===== src/rtl/tmds_encoder_rgb_if.sv =====
// rtl/tmds_encoder_rgb_if.sv - pixel-in / TMDS-symbol-out bundle for the RGB TMDS encoder
interface tmds_encoder_rgb_if;
    logic [7:0] r;
    logic [7:0] g;
    logic [7:0] b;
    logic       de;
    logic       hs;
    logic       vs;
    logic [9:0] tmds_r;
    logic [9:0] tmds_g;
    logic [9:0] tmds_b;

    modport master (
        output r, g, b, de, hs, vs,
        input  tmds_r, tmds_g, tmds_b
    );

    modport slave (
        input  r, g, b, de, hs, vs,
        output tmds_r, tmds_g, tmds_b
    );
endinterface


===== src/rtl/tmds_encoder_rgb.sv =====
// rtl/tmds_encoder_rgb.sv - three-channel DVI TMDS 8b/10b encoder (optional extra output stage: TMDS_OUT_REG_EN)
module tmds_encoder_rgb #(
    parameter logic [9:0] RST_CODE = 10'h354
) (
    input  logic              clk_pixel,
    input  logic              reset_n,
    tmds_encoder_rgb_if.slave vid
);

    function automatic logic [3:0] ones8(input logic [7:0] v);
        logic [3:0] n;
        n = '0;
        for (int i = 0; i < 8; i++) begin
            n = n + {3'b000, v[i]};
        end
        return n;
    endfunction

    // Transition-minimised 9-bit word; bit 8 set means the XOR chain was used.
    function automatic logic [8:0] min_trans(input logic [7:0] d);
        logic [3:0] n1;
        logic       use_xnor;
        logic [8:0] q;
        n1       = ones8(d);
        use_xnor = (n1 > 4'd4) || ((n1 == 4'd4) && !d[0]);
        q[0]     = d[0];
        for (int i = 1; i < 8; i++) begin
            q[i] = use_xnor ? ~(q[i-1] ^ d[i]) : (q[i-1] ^ d[i]);
        end
        q[8] = ~use_xnor;
        return q;
    endfunction

    function automatic logic [9:0] ctrl_code(input logic [1:0] c);
        logic [9:0] s;
        case (c)
            2'b00:   s = 10'h354;
            2'b01:   s = 10'h0AB;
            2'b10:   s = 10'h154;
            default: s = 10'h2AB;
        endcase
        return s;
    endfunction

    // Channel index 0/1/2 = blue/green/red, matching TMDS channel numbering.
    logic [7:0] pix [3];
    logic [9:0] sym [3];

    assign pix[0] = vid.b;
    assign pix[1] = vid.g;
    assign pix[2] = vid.r;

    assign vid.tmds_b = sym[0];
    assign vid.tmds_g = sym[1];
    assign vid.tmds_r = sym[2];

    logic       de_s1;
    logic [1:0] ctrl_s1;

    // Stage 1: delay de and sync alongside the q_m words so they stay aligned.
    always_ff @(posedge clk_pixel or negedge reset_n) begin
        if (!reset_n) begin
            de_s1   <= 1'b0;
            ctrl_s1 <= 2'b00;
        end else begin
            de_s1   <= vid.de;
            ctrl_s1 <= {vid.vs, vid.hs};
        end
    end

    for (genvar ch = 0; ch < 3; ch++) begin : g_ch
        logic        [8:0] q_m;
        logic        [1:0] ctrl;
        logic        [3:0] n1;
        logic        [3:0] n0;
        logic signed [4:0] bal;
        logic signed [4:0] cnt;
        logic signed [4:0] cnt_nxt;
        logic        [9:0] sym_s2;
        logic        [9:0] sym_nxt;

        // Only blue carries sync; green and red always send control code 00.
        assign ctrl = (ch == 0) ? ctrl_s1 : 2'b00;

        // Stage 1: transition minimisation.
        always_ff @(posedge clk_pixel or negedge reset_n) begin
            if (!reset_n) begin
                q_m <= '0;
            end else begin
                q_m <= min_trans(pix[ch]);
            end
        end

        // Stage 2 next-state: pick inversion to pull running disparity toward zero.
        always_comb begin
            n1      = ones8(q_m[7:0]);
            n0      = 4'd8 - n1;
            bal     = $signed({1'b0, n1}) - $signed({1'b0, n0});
            sym_nxt = ctrl_code(ctrl);
            cnt_nxt = '0;
            if (de_s1) begin
                if ((cnt == 5'sd0) || (n1 == n0)) begin
                    sym_nxt = {~q_m[8], q_m[8], q_m[8] ? q_m[7:0] : ~q_m[7:0]};
                    cnt_nxt = q_m[8] ? (cnt + bal) : (cnt - bal);
                end else if ((!cnt[4] && (n1 > n0)) || (cnt[4] && (n0 > n1))) begin
                    sym_nxt = {1'b1, q_m[8], ~q_m[7:0]};
                    cnt_nxt = cnt - bal + (q_m[8] ? 5'sd2 : 5'sd0);
                end else begin
                    sym_nxt = {1'b0, q_m[8], q_m[7:0]};
                    cnt_nxt = cnt + bal - (q_m[8] ? 5'sd0 : 5'sd2);
                end
            end
        end

        // Stage 2: output symbol and disparity counter.
        always_ff @(posedge clk_pixel or negedge reset_n) begin
            if (!reset_n) begin
                sym_s2 <= RST_CODE;
                cnt    <= '0;
            end else begin
                sym_s2 <= sym_nxt;
                cnt    <= cnt_nxt;
            end
        end

`ifdef TMDS_OUT_REG_EN
        logic [9:0] sym_s3;

        // Stage 3: retiming register in front of the serializer.
        always_ff @(posedge clk_pixel or negedge reset_n) begin
            if (!reset_n) begin
                sym_s3 <= RST_CODE;
            end else begin
                sym_s3 <= sym_s2;
            end
        end

        assign sym[ch] = sym_s3;
`else
        assign sym[ch] = sym_s2;
`endif
    end

endmodule

===== src/flat_wrapper.sv =====
// flat-port wrapper written by rule: the top's interface ports become plain ports
module tmds_encoder_rgb_flat 
#(
    parameter logic [9:0] RST_CODE = 10'h354
)
  (clk_pixel, reset_n, vid_r, vid_g, vid_b, vid_de, vid_hs, vid_vs, vid_tmds_r, vid_tmds_g, vid_tmds_b);
  tmds_encoder_rgb_if vid_i ();
  input  logic clk_pixel;
  input  logic reset_n;
  input wire logic [$bits(vid_i.r)-1:0] vid_r;
  input wire logic [$bits(vid_i.g)-1:0] vid_g;
  input wire logic [$bits(vid_i.b)-1:0] vid_b;
  input wire logic [$bits(vid_i.de)-1:0] vid_de;
  input wire logic [$bits(vid_i.hs)-1:0] vid_hs;
  input wire logic [$bits(vid_i.vs)-1:0] vid_vs;
  output wire logic [$bits(vid_i.tmds_r)-1:0] vid_tmds_r;
  output wire logic [$bits(vid_i.tmds_g)-1:0] vid_tmds_g;
  output wire logic [$bits(vid_i.tmds_b)-1:0] vid_tmds_b;
  assign vid_i.r = vid_r;
  assign vid_i.g = vid_g;
  assign vid_i.b = vid_b;
  assign vid_i.de = vid_de;
  assign vid_i.hs = vid_hs;
  assign vid_i.vs = vid_vs;
  assign vid_tmds_r = vid_i.tmds_r;
  assign vid_tmds_g = vid_i.tmds_g;
  assign vid_tmds_b = vid_i.tmds_b;
  tmds_encoder_rgb #(.RST_CODE(RST_CODE)) u_core (.clk_pixel(clk_pixel), .reset_n(reset_n), .vid(vid_i));
endmodule

===== config.mk =====
export PLATFORM = sky130hd
export DESIGN_NAME = tmds_encoder_rgb_flat
export DESIGN_NICKNAME = d
export VERILOG_FILES = /design/src/rtl/tmds_encoder_rgb_if.sv /design/src/rtl/tmds_encoder_rgb.sv /design/src/flat_wrapper.sv
export SDC_FILE = /design/constraint.sdc
export NUM_CORES = 1
export LEC_CHECK = 0
export CAP_MARGIN = 30
export CORE_MARGIN = 3
export CORE_UTILIZATION = 53
export DETAILED_ROUTE_END_ITERATION = 10
export GPL_TIMING_DRIVEN = 0
export PLACE_DENSITY = 0.78
export SLEW_MARGIN = 15
export SYNTH_ARGS = -nofsm -noshare
export SYNTH_HDL_FRONTEND = slang
export SYNTH_SLANG_ARGS = --single-unit

===== constraint.sdc =====
create_clock -name clk_pixel -period 5.7 [get_ports clk_pixel]
set_input_delay 1.14 -clock clk_pixel [delete_from_list [all_inputs] [get_ports clk_pixel]]
set_output_delay 1.14 -clock clk_pixel [all_outputs]
set_load 0.01 [all_outputs]

==> flow_summary_export.csv, run 1 <==
group,metric,value,unit
status,status,"completed",
sta,period_minus_slack,5480,ps
route,wl_met3,603,um
sta,slew_viol_final,0,
logic_synthesis,synthAdderAreaFrac,0.221,
sta,period_share,0.961,
route,dr.pass1.iters,4,
placed_design,hpwl,9180,um
route,highest_layer,"met4",
logic_synthesis,ys.flop_type,"dfrtp_1",
logic_synthesis,syn_avg_cell_area,10.1,sq um
logic_synthesis,synth_edf_count,0,
cts,htreeDepth,3,
die,num_io_pins,59,
cts,cts_buffers,9,
route,wirelength,11700,um
logic_synthesis,synth_top_family_by_area,"adder cells",
logic_synthesis,synth_seq_cells,75,
sta,hold_viol_final,0,
sta,slew_headroom,0.578,
critical_path,worst_setup_path_start_kind,"register",
final_layout,antenna_cells,0,
route,drt-initial-drc-count,232,
cts,cts_root_buf,"clkbuf_8",
route,routed_via_density,5.37,
final_layout,final_cell_mix,"inv_1 (91), dfrtp_1 (60), clkdlybuf4s50_1 (57)",
final_layout,drive_gt1_frac,0.125,
run,maxCapViolations,0,
placed_design,port-buffer-count,58,
cts,clock-sinks,75,
final_layout,final_common_cell,"inv_1",
route,wl_met2,6010,um
logic_synthesis,synthArstFlopShare,1.00,
sta,tightestPinTransition,633,ps
logic_synthesis,synth.area.mux_share,0.0250,
cts,clk_pin_slew_worst_paths,80,ps
global_routing,grt_pass1_wl,20400,um
logic_synthesis,ys.warnings.count,0,
logic_synthesis,synth.cell_area,5850,sq um
logic_synthesis,ys_seq_area_frac,0.324,
final_layout,area_growth,17.8,%
route,met1_length,4930,um
logic_synthesis,synth_fp_nets,694,
sta,rsz0062_at_grt,"yes",
route,vias,4255,
logic_synthesis,synth-compound-area-share,0.138,
critical_path,arrival,5750,ps
cts,cts_tree,"done",
global_routing,grt-ovfl-total,0,
die,rows,37,
critical_path,critical_path.max_fanout,9,
route,drc,0,
logic_synthesis,synthXorXnorAreaFrac,0.115,
global_routing,grt_pass1_vias,4404,
sta,clock.fmax,183,MHz
die,dieHeight,111,um
logic_synthesis,synthSimpleGateAreaFrac,0.104,
critical_path,critPathKind,"reg -> reg",
cts,clkLatencyLatePin,350,ps
logic_synthesis,syn_inst,578,
cts,cts_buffer_depth,2,
sta,fin_skew,12.6,ps
critical_path,critPathCaptureType,"register",
route,wl_per_cell,14.7,um
placed_design,place.gp.congestion,0.894,
die,dieWidth,111,um
die,start_util,0.556,
sta,setup_viol,0,
final_layout,fin_nets,767,
critical_path,cp.required,5970,ps
global_routing,antenna_found_initial,0,
logic_synthesis,ys_types,60,
die,die_area,12300,sq um
global_routing,track_usage,0.198,
global_routing,grt_start_max_net_pins,65,
min_path,hp-class,"reg -> reg",
die,core_area,10500,sq um
final_layout,fin_util,0.655,
route,antenna_left,0,
==> Yosys cell counts, drive strengths merged (4+ instances only) <==
cell	instances	area share
inv	92	0.059
dfrtp	60	0.26
ha	60	0.13
xnor2	52	0.078
fa	27	0.092
nand2	24	0.015
nor2	24	0.015
a21oi	22	0.019
o21ai	22	0.019
xor2	17	0.029
dfstp	15	0.067
nor3	15	0.017
o21a	11	0.014
nand2b	10	0.011
and2	9	0.0096
mux2i	9	0.015
o211ai	9	0.012
a211oi	8	0.012
a21o	7	0.0090
buf	6	0.0096
clkbuf	6	0.0039
o21bai	6	0.0077
o22ai	6	0.0075
or3	6	0.0064
mux2	5	0.0096
nor3b	5	0.0064
nand3	4	0.0034
or2	4	0.0043
==> what timing repair did <==
action,CTS,global route
hold buffers,0,0
pin swaps,3,3
endpoints found under the setup margin,2,2
gates resized for setup,6,10
setup buffers,2,1
==> registers in the layout, indices dropped and copies added, names as in the netlist <==
name,flops
u_core.ctrl_s1,2
u_core.de_s1,1
u_core.g_ch.cnt,15
u_core.g_ch.q_m,27
u_core.vid.tmds_b,10
u_core.vid.tmds_g,10
u_core.vid.tmds_r,10
==> layer usage <==
metal / track usage / up-vias
met3: 0.0300 / 17
met4: 0.0430 / 0
met1: 0.257 / 2062
li1: - / 2074
met5: 0 / -
met2: 0.351 / 102
==> cell type report <==
class                      count  area [sq um]
tap                          136           170
fill                         801          3620
timing repair buffer          62           628
clock buffer                  11           131
buffer                        12          82.6
multi-input combinational    398          3590
inverter                      93           349
clock inverter                 5          38.8
sequential                    75          1900
==> per-stage QoR <==
stage	hold slack [ps]	setup WS [ps]	instance area (sq um)	setup TNS, ps	cells
final	515	224	6880	0	792
after global routing	535	-49.0	6880	-82.9	792
after CTS	515	11.7	6840	0	791
after detailed placement	495	-194	6620	-379	773
after global placement	492	-84.7	6600	-168	772
after floorplan	448	335	5850	0	578
==> path summary, 6_finish.rpt <==
| check | start | slack [ps] | cells after the start | end |
|---|---|---|---|---|
| setup / recovery | u_core.g_ch[1].q_m[0] | 220 | 19 | u_core.g_ch[1].cnt[4] |
| min in group asynchronous | reset_n | 630 | 1 | u_core.vid.tmds_r[1] |
| hold reg to reg | u_core.g_ch[0].cnt[0] | 520 | 1 | u_core.g_ch[0].cnt[0] |
| setup reg to reg | u_core.g_ch[1].q_m[0] | 220 | 19 | u_core.g_ch[1].cnt[4] |
| max in group asynchronous | reset_n | 4460 | 2 | u_core.vid.tmds_g[2] |
| hold / removal | u_core.g_ch[0].cnt[0] | 520 | 1 | u_core.g_ch[0].cnt[0] |
==> worst max-delay path: stages (launching register included) <==
cell      delay (ps)
dfrtp_1          400
ha_1             290
inv_1             50
fa_1             500
fa_1             520
fa_1             480
fa_2             600
clkbuf_4         200
nand2_1          110
ha_2             330
nand2b_1         100
a21oi_2           70
or2_2            350
ha_2             390
xor2_2           170
nand3_1          110
xnor2_1          150
o21a_1           120
o31ai_2          250
mux2i_1          210
==> cells by family (layout without fill, tap and decap cells) <==
group / count (synthesis) / count (layout)
AOI/OAI and AO/OA: 114 / 114
xor gates and xnor gates: 71 / 71
adders and majority gates: 87 / 87
buffers and inverters: 105 / 183
DFF: 75 / 75
muxes: 14 / 14
and+or+nand+nor: 112 / 112
Power of run 1 is not shown: default switching activity piles up to over one toggle a cycle in this logic, so the estimate is an artifact.
==> run 2: changes to the inputs <==
- CAP_MARGIN: 30 -> 20
- PLACE_DENSITY: 0.78 -> unset
- PLACE_DENSITY_LB_ADDON: unset -> 0.3
==> run 2 against run 1 <==
Effect of this change: register-to-register slack worse by 20 ps; worst hold slack worse by 5.7 ps; wire length is 1.2% higher; worst setup slack worse by 15 ps; sequential share of layout area is 0.15 points lower; clock skew is 2.4 ps lower; final cell count fell by 0.13%; die area is the same; highest routed layer unchanged.
==> flow_summary_export.csv, run 2 (synthesis results as in run 1) <==
group,metric,value,unit
sta,period_minus_slack,5490,ps
final_layout,final_cell_mix,"inv_1 (91), dfrtp_1 (60), clkdlybuf4s50_1 (57)",
final_layout,antenna_cells,0,
route,antenna_left,0,
die,core_area,10500,sq um
route,wirelength,11800,um
run,maxCapViolations,0,
cts,cts_buffers,9,
final_layout,fin_nets,766,
global_routing,antenna_found_initial,0,
die,dieHeight,111,um
cts,clk_pin_slew_worst_paths,80,ps
sta,clock.fmax,182,MHz
global_routing,grt_pass1_vias,4549,
route,routed_via_density,5.36,
route,dr.pass1.iters,4,
critical_path,path_buf_inv,1,
sta,slew_headroom,0.538,
critical_path,cp.required,5940,ps
status,status,"completed",
final_layout,top_register,"u_core.g_ch.q_m",
critical_path,critPathKind,"reg -> reg",
sta,hold_viol_final,0,
die,dieWidth,111,um
global_routing,grt_start_max_net_pins,66,
sta,period_share,0.963,
final_layout,area_growth,18.4,%
cts,htreeDepth,3,
cts,clkLatencyLatePin,350,ps
critical_path,critPathCaptureType,"register",
route,wl_per_cell,14.9,um
critical_path,slowest_delay,600,ps
min_path,hp-class,"reg -> reg",
critical_path,critical_path.max_fanout,8,
die,die_area,12300,sq um
placed_design,hpwl,9370,um
global_routing,grt_pass1_wl,20500,um
final_layout,drive_gt1_frac,0.127,
sta,fin_skew,10.2,ps
cts,cts_root_buf,"clkbuf_8",
critical_path,slowest_stage,"fa_2",
cts,cts_buffer_depth,2,
sta,rsz0062_at_grt,"no",
placed_design,dp_slack,-265,ps
sta,setup_viol,0,
route,vias,4237,
placed_design,place.gp.congestion,0.855,
final_layout,top_regs,"u_core.g_ch.q_m (27), u_core.g_ch.cnt (15)",
critical_path,cp_cell_sequence,"ha_1 > inv_1 > fa_1 > fa_1 > fa_1 > fa_2 > nand2_1 > ha_4 > nand2b_1 > nand2_1 > nand2_1 > o21ai_0 > ha_2 > nor2_1 > a32oi_2 > or3b_2 > a22oi_1 > o21ai_1 > mux2_2",
route,drc,0,
final_layout,fin_util,0.659,
cts,cts_tree,"done",
final_layout,largest_register_ffs,27,
critical_path,arrival,5730,ps
critical_path,path_delay_family,"adder cells",
cts,ctsHoldBuffers,0,
sta,tightestPinTransition,693,ps
sta,layout_setup_ws,209,ps
route,drt-initial-drc-count,294,
cts,clock-sinks,75,
critical_path,worst_setup_path_start_kind,"register",
global_routing,track_usage,0.201,
die,num_io_pins,59,
placed_design,port-buffer-count,58,
final_layout,final_common_cell,"inv_1",
die,rows,37,
sta,slew_viol_final,0,
die,start_util,0.556,
global_routing,grt-ovfl-total,0,
## run 2: metal layers
| layer | wire, um | up-vias | share of wire | GRT usage |
|---|---|---|---|---|
| li1 | - | 2058 | - | - |
| met5 | 0 | - | 0 | 0 |
| met1 | 5130 | 2078 | 0.43 | 0.248 |
| met2 | 6040 | 84 | 0.51 | 0.354 |
| met4 | 211 | 0 | 0.018 | 0.0722 |
| met3 | 435 | 17 | 0.037 | 0.0328 |
## run 2: area by class of cell
class	instances	area, sq um
repair buffers	61	621
flip-flops and latches	75	1900
fillers	852	3590
plain buffers	12	82.6
multi-input cells	398	3610
clock buffers	10	128
clock inverters	6	65.1
inverters	93	349
well taps	136	170
## run 2: worst reg2reg max path: cells and delay by family (launching register included)
| kind | cells | cell delay (ps) |
|---|---|---|
| flops | 1 | 400 |
| mux | 1 | 290 |
| compound gates | 4 | 520 |
| simple gates | 6 | 970 |
| buf+inv | 1 | 50 |
| fa+ha+maj | 7 | 3150 |
## run 2: what timing repair did
item	CTS	global route
gates resized for setup	7	12
setup endpoints to repair	2	3
buffers inserted	2	0
pin swaps	1	2
hold endpoints to repair	0	0
## run 2: metrics by stage
| step | instance area (sq um) | cells | setup TNS (ps) | hold WS [ps] |
|---|---|---|---|---|
| after floorplan | 5850 | 578 | 0 | 448 |
| after detailed placement | 6620 | 773 | -379 | 487 |
| after CTS | 6870 | 791 | 0 | 511 |
| final | 6920 | 791 | 0 | 509 |
| after global routing | 6920 | 791 | 0 | 546 |
| after global placement | 6600 | 772 | -219 | 487 |
## run 2: final timing paths
check / cells after the start / slack, ps / from / endpoint
min in group asynchronous: 1 / 610 / reset_n / u_core.vid.tmds_r[3]
worst max register to register: 19 / 210 / u_core.g_ch[2].q_m[0] / u_core.g_ch[2].cnt[4]
max in group asynchronous: 2 / 4490 / reset_n / u_core.vid.tmds_g[6]
worst min register to register: 1 / 510 / u_core.g_ch[0].cnt[0] / u_core.g_ch[0].cnt[0]
worst min-delay path: 1 / 510 / u_core.g_ch[0].cnt[0] / u_core.g_ch[0].cnt[0]
worst max-delay path: 19 / 210 / u_core.g_ch[2].q_m[0] / u_core.g_ch[2].cnt[4]
Power of run 2 is left out for the same reason.
